--- src/rtl/mbist_march_ctrl.sv ---
// March C- sequencer: drives an external up/down address counter and one single-port SRAM,
// checks read data and reports done/fail. Optional MBIST_FAIL_STOP_EN stops on first miscompare.
module mbist_march_ctrl #(
  parameter int unsigned AW       = 10,
  parameter int unsigned DW       = 8,
  parameter int unsigned ADDR_MAX = 2**AW - 1
) (
  input  logic          clk,
  input  logic          rst,
  input  logic          start,
  output logic          busy,
  output logic          done,
  output logic          fail,
  output logic [AW-1:0] fail_addr,
  output logic [7:0]    fail_cnt,
  output logic          cnt_cen,
  output logic          cnt_ld,
  output logic          cnt_ud,
  output logic [AW-1:0] cnt_din,
  input  logic [AW-1:0] cnt_q,
  output logic          mem_cs,
  output logic          mem_we,
  output logic [AW-1:0] mem_addr,
  output logic [DW-1:0] mem_wdata,
  input  logic [DW-1:0] mem_rdata
);

  localparam logic [AW-1:0] AddrMax = AW'(ADDR_MAX);

  localparam logic [2:0] StIdle  = 3'd0;
  localparam logic [2:0] StLoad  = 3'd1;
  localparam logic [2:0] StWo    = 3'd2;
  localparam logic [2:0] StRd    = 3'd3;
  localparam logic [2:0] StWr    = 3'd4;
  localparam logic [2:0] StRo    = 3'd5;
  localparam logic [2:0] StFlush = 3'd6;
  localparam logic [2:0] StDone  = 3'd7;

  logic [2:0]    state_q, state_d;
  logic [2:0]    elem_q, elem_d;
  logic [AW-1:0] rd_addr_q;
  logic          ro_pend_q;
  logic          fail_q;
  logic [AW-1:0] fail_addr_q;
  logic [7:0]    fail_cnt_q;

  logic up, term, exp_bg, wr_bg, cmp_en, miscmp, restart;

  // Elements M0-M2 sweep up, M3-M5 sweep down
  assign up      = (elem_q < 3'd3);
  assign term    = up ? (cnt_q == AddrMax) : (cnt_q == '0);
  assign exp_bg  = (elem_q == 3'd2) || (elem_q == 3'd4);
  assign wr_bg   = (elem_q == 3'd1) || (elem_q == 3'd3);
  assign restart = ((state_q == StIdle) || (state_q == StDone)) && start;

  // Read data lags the read by one cycle: WR checks RD, RO/FLUSH check the previous RO
  assign cmp_en = (state_q == StWr) || ((state_q == StRo) && ro_pend_q) || (state_q == StFlush);
  assign miscmp = cmp_en && (mem_rdata != {DW{exp_bg}});

  always_comb begin
    state_d = state_q;
    elem_d  = elem_q;
    unique case (state_q)
      StIdle, StDone: begin
        if (start) begin
          state_d = StLoad;
          elem_d  = 3'd0;
        end
      end
      StLoad: begin
        if (elem_q == 3'd0)      state_d = StWo;
        else if (elem_q == 3'd5) state_d = StRo;
        else                     state_d = StRd;
      end
      StWo: begin
        if (term) begin
          state_d = StLoad;
          elem_d  = elem_q + 3'd1;
        end
      end
      StRd: state_d = StWr;
      StWr: begin
        if (term) begin
          state_d = StLoad;
          elem_d  = elem_q + 3'd1;
        end else begin
          state_d = StRd;
        end
      end
      StRo:    if (term) state_d = StFlush;
      StFlush: state_d = StDone;
      default: state_d = StIdle;
    endcase
`ifdef MBIST_FAIL_STOP_EN
    if (miscmp) state_d = StDone;
`endif
  end

  always_ff @(posedge clk or posedge rst) begin
    if (rst) begin
      state_q   <= StIdle;
      elem_q    <= 3'd0;
      rd_addr_q <= '0;
      ro_pend_q <= 1'b0;
    end else begin
      state_q   <= state_d;
      elem_q    <= elem_d;
      ro_pend_q <= (state_q == StRo);
      if ((state_q == StRd) || (state_q == StRo)) rd_addr_q <= cnt_q;
    end
  end

  always_ff @(posedge clk or posedge rst) begin
    if (rst) begin
      fail_q      <= 1'b0;
      fail_addr_q <= '0;
      fail_cnt_q  <= 8'd0;
    end else if (restart) begin
      fail_q      <= 1'b0;
      fail_addr_q <= '0;
      fail_cnt_q  <= 8'd0;
    end else if (miscmp) begin
      fail_q <= 1'b1;
      if (!fail_q) fail_addr_q <= rd_addr_q;
      if (fail_cnt_q != 8'hff) fail_cnt_q <= fail_cnt_q + 8'd1;
    end
  end

  always_comb begin
    busy      = (state_q != StIdle) && (state_q != StDone);
    done      = (state_q == StDone);
    fail      = fail_q;
    fail_addr = fail_addr_q;
    fail_cnt  = fail_cnt_q;
    cnt_ld    = (state_q == StLoad);
    cnt_cen   = (state_q == StLoad) || (state_q == StWo) || (state_q == StRo) ||
                ((state_q == StWr) && !term);
    cnt_ud    = up;
    cnt_din   = up ? '0 : AddrMax;
    mem_cs    = (state_q == StWo) || (state_q == StRd) || (state_q == StWr) || (state_q == StRo);
    mem_we    = (state_q == StWo) || (state_q == StWr);
    mem_addr  = cnt_q;
    mem_wdata = {DW{wr_bg}};
  end

endmodule

--- config.mk ---
export PLATFORM = sky130hd
export DESIGN_NAME = mbist_march_ctrl
export DESIGN_NICKNAME = d
export VERILOG_FILES = /design/src/rtl/mbist_march_ctrl.sv
export SDC_FILE = /design/constraint.sdc
export NUM_CORES = 1
export LEC_CHECK = 0
export CAP_MARGIN = 10
export CORE_MARGIN = 5
export CORE_UTILIZATION = 45
export CTS_CLUSTER_SIZE = 20
export DETAILED_ROUTE_END_ITERATION = 10
export PLACE_DENSITY_LB_ADDON = 0.12
export SYNTH_ARGS = -nofsm -noshare
export SYNTH_HDL_FRONTEND = slang
export SYNTH_SLANG_ARGS = --single-unit
--- constraint.sdc ---
create_clock -name clk -period 2.5 [get_ports clk]
set_input_delay 0.25 -clock clk [delete_from_list [all_inputs] [get_ports clk]]
set_output_delay 0.25 -clock clk [all_outputs]
set_load 0.05 [all_outputs]
==> results.md, run 1 <==
- RSZ-0062 raised after global routing: no
- Initial antenna violation count: 0
- Placed Instance Area: ~0.0028 mm^2
- Drt total wl: 4.67 mm
- Clk_skew: 0.00664 ns
- Vias in the first global route: between 1,500 and 2,000
- Worst slew pin tran: ~0.53 ns
- Netlist cell types: 44
- Final Hold Viols: 0
- Remaining Overflow, GRT: 0
- Pleak: roughly 1.3 nW
- Global-route wire length before repair: between 8 and 9 mm
- PortBufs: 74
- Share of cells above drive strength 1: 0.109
- Via density: between 5 and 6
- Synth warn: 0
- Setup CP Type: flip-flop to primary output
- CTS Sinks: 36
- Max Cap Violations: 0
- Setup Buffers After CTS: 0
- Vias: ~1,700
- Pin count of the biggest net entering global routing: 37
- Worst EP required: around 2.3 ns
- Io pins: 75
- VDD IR max: around 570 uV
- Max-slew violations: 0
- Core area: roughly 0.0047 mm^2
- CTS clk-pin slew, worst paths: approximately 0.070 ns
- Starting density of the core: 0.459
- Final net count: 301
- CTS H-tree lvls: 2
- Worst EP arrival: around 2.1 ns
- # hold bufs at CTS: 0
- Final setup viols: 0
- Post-cts resize count: 0
- Worst-path fanout max: 8
- CTS tree: built
- Root buf cell: clkbuf_8
- Period utilization: 0.934
- Syn Inst Count: between 200 and 250
- Sequential area share after synthesis: 0.421
- ANT cells: 0
- Most used flip-flop cell after synthesis: dfrtp_1
- Mean post-synth cell area: 9.60 um^2
- Post-synth EDFFs: 0
- Gp weighted congestion: approximately 0.8
- Final HPWL DP: about 3.5 mm
- Critical Path Start Type: flip-flop
- Run status: finished, final reports clean
- GRT Util Overall: 0.160
- Clock Path Buffers: 2
- Hold WC Path Type: input pin to asynchronous set/reset pin
- Post-Syn Nets: around 250
- Hold slack: between 0.3 and 0.4 ns
- Worst slew margin: 0.643
- Critical path endpoint category: primary output
- WL/cell: between 10 and 15 um
- PD cells: between 1000 and 1500 mW/mm^2
- Remaining antenna violation count: 0
- Fin crit period: around 2.3 ns
- Clock Latency Late Sink: about 0.28 ns
- Layout area overhead: 33.5%
- Die area: between 0.006 and 0.007 mm^2
- Post-synthesis async set-or-reset flop share: 1.00
- Residual DRC: 0
- Die W: 79.0 um
- Post-Syn Area: about 0.0021 mm^2
- Fmax: 428 MHz
- First-pass DRT Iterations: 4
- Number of cell rows: 25
- Total Neg Setup Slack: 0 ns
- Num CTS Buffers: 5
- Flops & latches, synth: 36
- Design area: around 0.0029 mm^2
- Die Span Y: just under 80 um
- Initial DRC count: 20
-- power by group --
part           switching [W]  internal (W)
sequential          0.000189      0.000802
clock               0.000210      0.000296
combinational        0.00116      0.000725
-- path summary, 6_finish.rpt --
check | startpoint | endpoint | slack [ns] | depth (start not counted)
min | rst | state_q[2] | 0.37 | 3
min in group clk | rd_addr_q[6] | fail_addr[6] | 0.51 | 2
max in group asynchronous | rst | rd_addr_q[0] | 1.80 | 3
min reg2reg | rd_addr_q[6] | fail_addr[6] | 0.51 | 2
max reg2reg | elem_q[0] | fail_cnt[7] | 0.42 | 7
max | elem_q[0] | mem_wdata[7] | 0.17 | 3
-- sequential cells by signal, summed over array words and instances, names as in the netlist --
signal,count
ro_pend_q,1
fail_addr,10
fail_cnt,8
elem_q,3
rd_addr_q,10
fail,1
state_q,3
-- cells by family after synthesis --
| group | count (synthesis) | share of synthesized area |
|---|---|---|
| adder cells (fa/ha/maj) | 5 | 0.0292 |
| multiplexers | 25 | 0.124 |
| XOR/XNOR | 1 | 0.00409 |
| AND/OR/NAND/NOR | 73 | 0.179 |
| flip-flops | 36 | 0.421 |
| buffers and inverters | 53 | 0.148 |
| AO/OA/AOI/OAI | 30 | 0.0947 |
-- critical path, cell delays in order, from the launching register on --
cell,delay (ns)
dfrtp_1,0.44
inv_1,0.10
nor2_1,0.36
clkdlybuf4s50_1,0.89
-- through the flow --
step / power [W] / worst slack [ns] / cells / utilization
3_3_place_gp: 0.00289 / 0.209 / 322 / 0.590
3_5_place_dp: 0.00292 / 0.167 / 322 / 0.590
6_report: 0.00339 / 0.166 / 330 / 0.613
2_1_floorplan: 0.00236 / 0.178 / 223 / -
5_1_grt: 0.00360 / 0.0133 / 330 / 0.613
4_1_cts: 0.00343 / 0.130 / 330 / 0.613
-- final cells by class --
class / count / area (um^2)
clock buffers: 6 / 72.6
clock inverters: 2 / 35.0
fillers: 406 / 1800
inverters: 18 / 67.6
multi-input cells: 134 / 931
flip-flops and latches: 36 / 901
well taps: 54 / 67.6
repair buffers: 80 / 783
-- layer usage --
layer / share of wire / vias to the layer above / GRT usage
li1: - / 854 / -
met1: 0.44 / 798 / 0.203
met2: 0.48 / 52 / 0.266
met3: 0.069 / 5 / 0.0465
met4: 0.0094 / 0 / 0.0412
met5: 0 / - / 0
-- cell usage in the layout, fill, tap and decap left out, types with 2 or more instances in the layout --
cell type	n
clkdlybuf4s50_1	73
dfrtp_1	36
nand2_1	23
inv_1	18
mux2i_1	14
mux2_2	10
nor2_1	9
nand3_1	9
nand4_1	7
buf_4	7
nor3_1	5
a21oi_1	5
ha_1	5
clkbuf_8	5
or4_1	4
nor4_1	4
o21ai_0	4
and2_1	3
nand2b_1	2
o21a_1	2
o21ai_1	2
o211ai_1	2
o31ai_1	2
o22ai_1	2
a211oi_1	2
-- cells in the mapped netlist, types with 3 or more instances --
cell type	instances	share of area
mux2i_1	14	0.065
nor3_1	5	0.012
buf_2	4	0.0094
and2_1	3	0.0088
ha_1	5	0.029
mux2_2	10	0.053
nand4_1	7	0.020
buf_4	28	0.098
or4_1	4	0.014
inv_1	18	0.032
o21ai_0	5	0.012
nor4_1	4	0.012
nand3_1	9	0.021
dfrtp_1	36	0.42
nor2_1	9	0.016
nand2_1	23	0.040
a21oi_1	5	0.012
No activity file was read; power rests on OpenSTA's default activity.
==> run 2, diff against run 1 <==
==> constraint.sdc (replaced) <==
create_clock -name clk -period 2.5 [get_ports clk]
set_input_delay 0.5 -clock clk [delete_from_list [all_inputs] [get_ports clk]]
set_output_delay 0.5 -clock clk [all_outputs]
set_load 0.05 [all_outputs]
==> run 2 against run 1 <==
Worst hold slack better by 0.13 ns. Combinational power about the same. Flip-flop and latch count unchanged. Via count up 1.9%. Non-clock buffer count up 9. Final cell count up 2.7%. Maximum frequency down 4.3%. Die area unchanged. Power down 2.0%. Clock skew down 0.0011 ns. Global-route usage about the same. Critical path type is now input pin to primary output. Highest routed layer unchanged.
==> results.md, run 2 (same netlist as run 1, synthesis figures left out) <==
- Core area: 0.00466 mm^2 (unchanged)
- PortBufs: 74 (unchanged)
- VDD IR max: 568 uV (was 573 uV)
- GR Util met3: 0.0454 (was 0.0465)
- CTS H-tree lvls: 2 (unchanged)
- Clock Path Buffers: 2 (unchanged)
- Share of cells above drive strength 1: 0.235 (was 0.109)
- WL/cell: 13.5 um (was 14.1 um)
- Grt met1 use: 0.204 (was 0.203)
- Die Span Y: 79.0 um (unchanged)
- Via density: 5.14 (was 5.18)
- Drt total wl: 4.58 mm (was 4.67 mm)
- Residual DRC: 0 (unchanged)
- Remaining Overflow, GRT: 0 (unchanged)
- Initial antenna violation count: 0 (unchanged)
- Fin crit period: 2.44 ns (was 2.33 ns)
- Setup CP Type: input pin to primary output (was flip-flop to primary output)
- Final HPWL DP: 3.43 mm (was 3.54 mm)
- Root buf cell: clkbuf_8 (unchanged)
- CTS Sinks: 36 (unchanged)
- Die W: 79.0 um (unchanged)
- Commonest non-fill, non-tap cells in the layout: 42 x clkdlybuf4s50_1, 36 x dfrtp_1, 36 x buf_4, 23 x nand2_1, 18 x inv_1 (was 73 x clkdlybuf4s50_1, 36 x dfrtp_1, 23 x nand2_1, 18 x inv_1, 14 x mux2i_1)
- Die area: 0.00624 mm^2 (unchanged)
- Crit-path max cell delay: 0.52 ns (was 0.89 ns)
- Worst Slack Setup Final: 0.0611 ns (was 0.166 ns)
- Busiest grt layer: met2 (unchanged)
- Clock Latency Late Sink: 0.29 ns (was 0.28 ns)
- Crit path depth: 7 (was 3)
- Starting density of the core: 0.459 (unchanged)
- Vias: 1,742 (was 1,709)
- Num CTS Buffers: 5 (unchanged)
- Final setup viols: 0 (unchanged)
- Hold WC Path Type: flip-flop to flip-flop (was input pin to asynchronous set/reset pin)
- Worst slew margin: 0.642 (was 0.643)
- Critical Path Start Type: input pin (was flip-flop)
- Pleak: 1.37 nW (was 1.25 nW)
- Max Cap Violations: 0 (unchanged)
- Vias in the first global route: 1,668 (was 1,699)
- First-pass DRT Iterations: 4 (unchanged)
- ANT cells: 0 (unchanged)
- Worst EP arrival: 1.94 ns (was 2.08 ns)
- Worst Path Buf+Inv: 2 (unchanged)
- GRT Util Overall: 0.159 (was 0.160)
- CTS tree: built (unchanged)
- Hold Crit Depth: 1
- Final net count: 310 (was 301)
- Global-route wire length before repair: 7.94 mm (was 8.02 mm)
- RSZ-0062 raised after global routing: yes (was no)
- Power Total: 0.00332 W (was 0.00339 W)
- Critical path endpoint category: primary output (unchanged)
- Run status: finished, final reports clean (unchanged)
- Setup Buffers After CTS: 0 (unchanged)
- Initial DRC count: 86 (was 20)
- CP delay by family, top: simple AND/OR/NAND/NOR gates (was buffers and inverters)
- Worst-path fanout max: 2 (was 8)
- Number of cell rows: 25 (unchanged)
- Gp weighted congestion: 0.803 (was 0.782)
- Worst-path cell chain: dlygate4sd2_1 > or4_4 > nor3_2 > a31oi_1 > a21oi_1 > o22ai_2 > buf_6 (was inv_1 > nor2_1 > clkdlybuf4s50_1)
- Clk_skew: 0.00559 ns (was 0.00664 ns)
- Max-slew violations: 0 (unchanged)
- Placement Setup Slack: -0.247 ns (was 0.167 ns)
- Critical path's slowest cell: or4_4 (was clkdlybuf4s50_1)
- Period utilization: 0.976 (was 0.934)
- Pin count of the biggest net entering global routing: 37 (unchanged)
- CTS clk-pin slew, worst paths: 0.07 ns (about the same)
- Fmax: 410 MHz (was 428 MHz)
- Io pins: 75 (unchanged)
- Remaining antenna violation count: 0 (unchanged)
- Most common cell after layout, fill and taps aside: clkdlybuf4s50_1 (unchanged)
- Reg2reg path depth: 7 (unchanged)
- Layout area overhead: 35.7% (was 33.5%)
- PD cells: 1140 mW/mm^2 (was 1190 mW/mm^2)
- M2 GR Usage: 0.250 (was 0.266)
- Worst slew pin tran: 0.536 ns (was 0.533 ns)
- Worst EP required: 2.00 ns (was 2.25 ns)
- Final Hold Viols: 0 (unchanged)
## run 2: changes by cell type in the layout (fill, tap and decap cells not counted), moves of 2 or more
| cell | delta |
|---|---|
| dlymetal6s2s_1 | +3 |
| clkdlybuf4s50_1 | -31 |
| dlygate4sd2_1 | +4 |
| buf_4 | +29 |
| buf_12 | +2 |
## run 2: routing by layer
| metal | vias to the layer above | routed length (um) |
|---|---|---|
| met3 | 7 | 352 |
| li1 | 878 | - |
| met4 | 0 | 68 |
| met2 | 62 | 2110 |
| met1 | 795 | 2050 |
| met5 | - | 0 |
## run 2: path summary, 6_finish.rpt
kind | start | end | slack, ns
worst max-delay path | cnt_q[8] | cnt_cen | 0.06
worst min-delay path | fail_cnt[5] | fail_cnt[5] | 0.50
worst max register to register | elem_q[0] | fail_cnt[7] | 0.43
worst min register to register | fail_cnt[5] | fail_cnt[5] | 0.50
max in group asynchronous | rst | fail_addr[8] | 1.56
min in group asynchronous | rst | fail_cnt[3] | 0.61
## run 2: cell type report
| type | count | area [um^2] |
|---|---|---|
| Sequential cell | 36 | 901 |
| Clock inverter | 2 | 10.0 |
| Multi-Input combinational cell | 134 | 952 |
| Inverter | 18 | 67.6 |
| Timing Repair Buffer | 89 | 825 |
| Clock buffer | 6 | 82.6 |
| Fill cell | 399 | 1760 |
| Tap cell | 54 | 67.6 |
## run 2: power breakdown
| group | internal [W] | total (W) | switching (W) |
|---|---|---|---|
| clock | 0.000220 | 0.000426 | 0.000206 |
| sequential | 0.000802 | 0.00100 | 0.000202 |
| combinational | 0.000727 | 0.00189 | 0.00116 |
## run 2: repair_timing
action / 4_1_cts / 5_1_grt
hold buffers: 0 / 0
pin swaps: 6 / 4
resized for setup: 10 / 3
setup endpoints to repair: 1 / 2
## run 2: per-stage QoR
stage / TNS (ns) / hold WS (ns) / instances / util / instance area, um^2
CTS: 0 / 0.502 / 339 / 0.622 / 2900
detailed placement: -0.247 / 0.493 / 331 / 0.599 / 2790
global route: -0.000978 / 0.518 / 339 / 0.623 / 2910
global placement: -0.237 / 0.488 / 331 / 0.599 / 2790
floorplan: 0 / 0.479 / 223 / - / 2150
finish: 0 / 0.498 / 339 / 0.623 / 2910
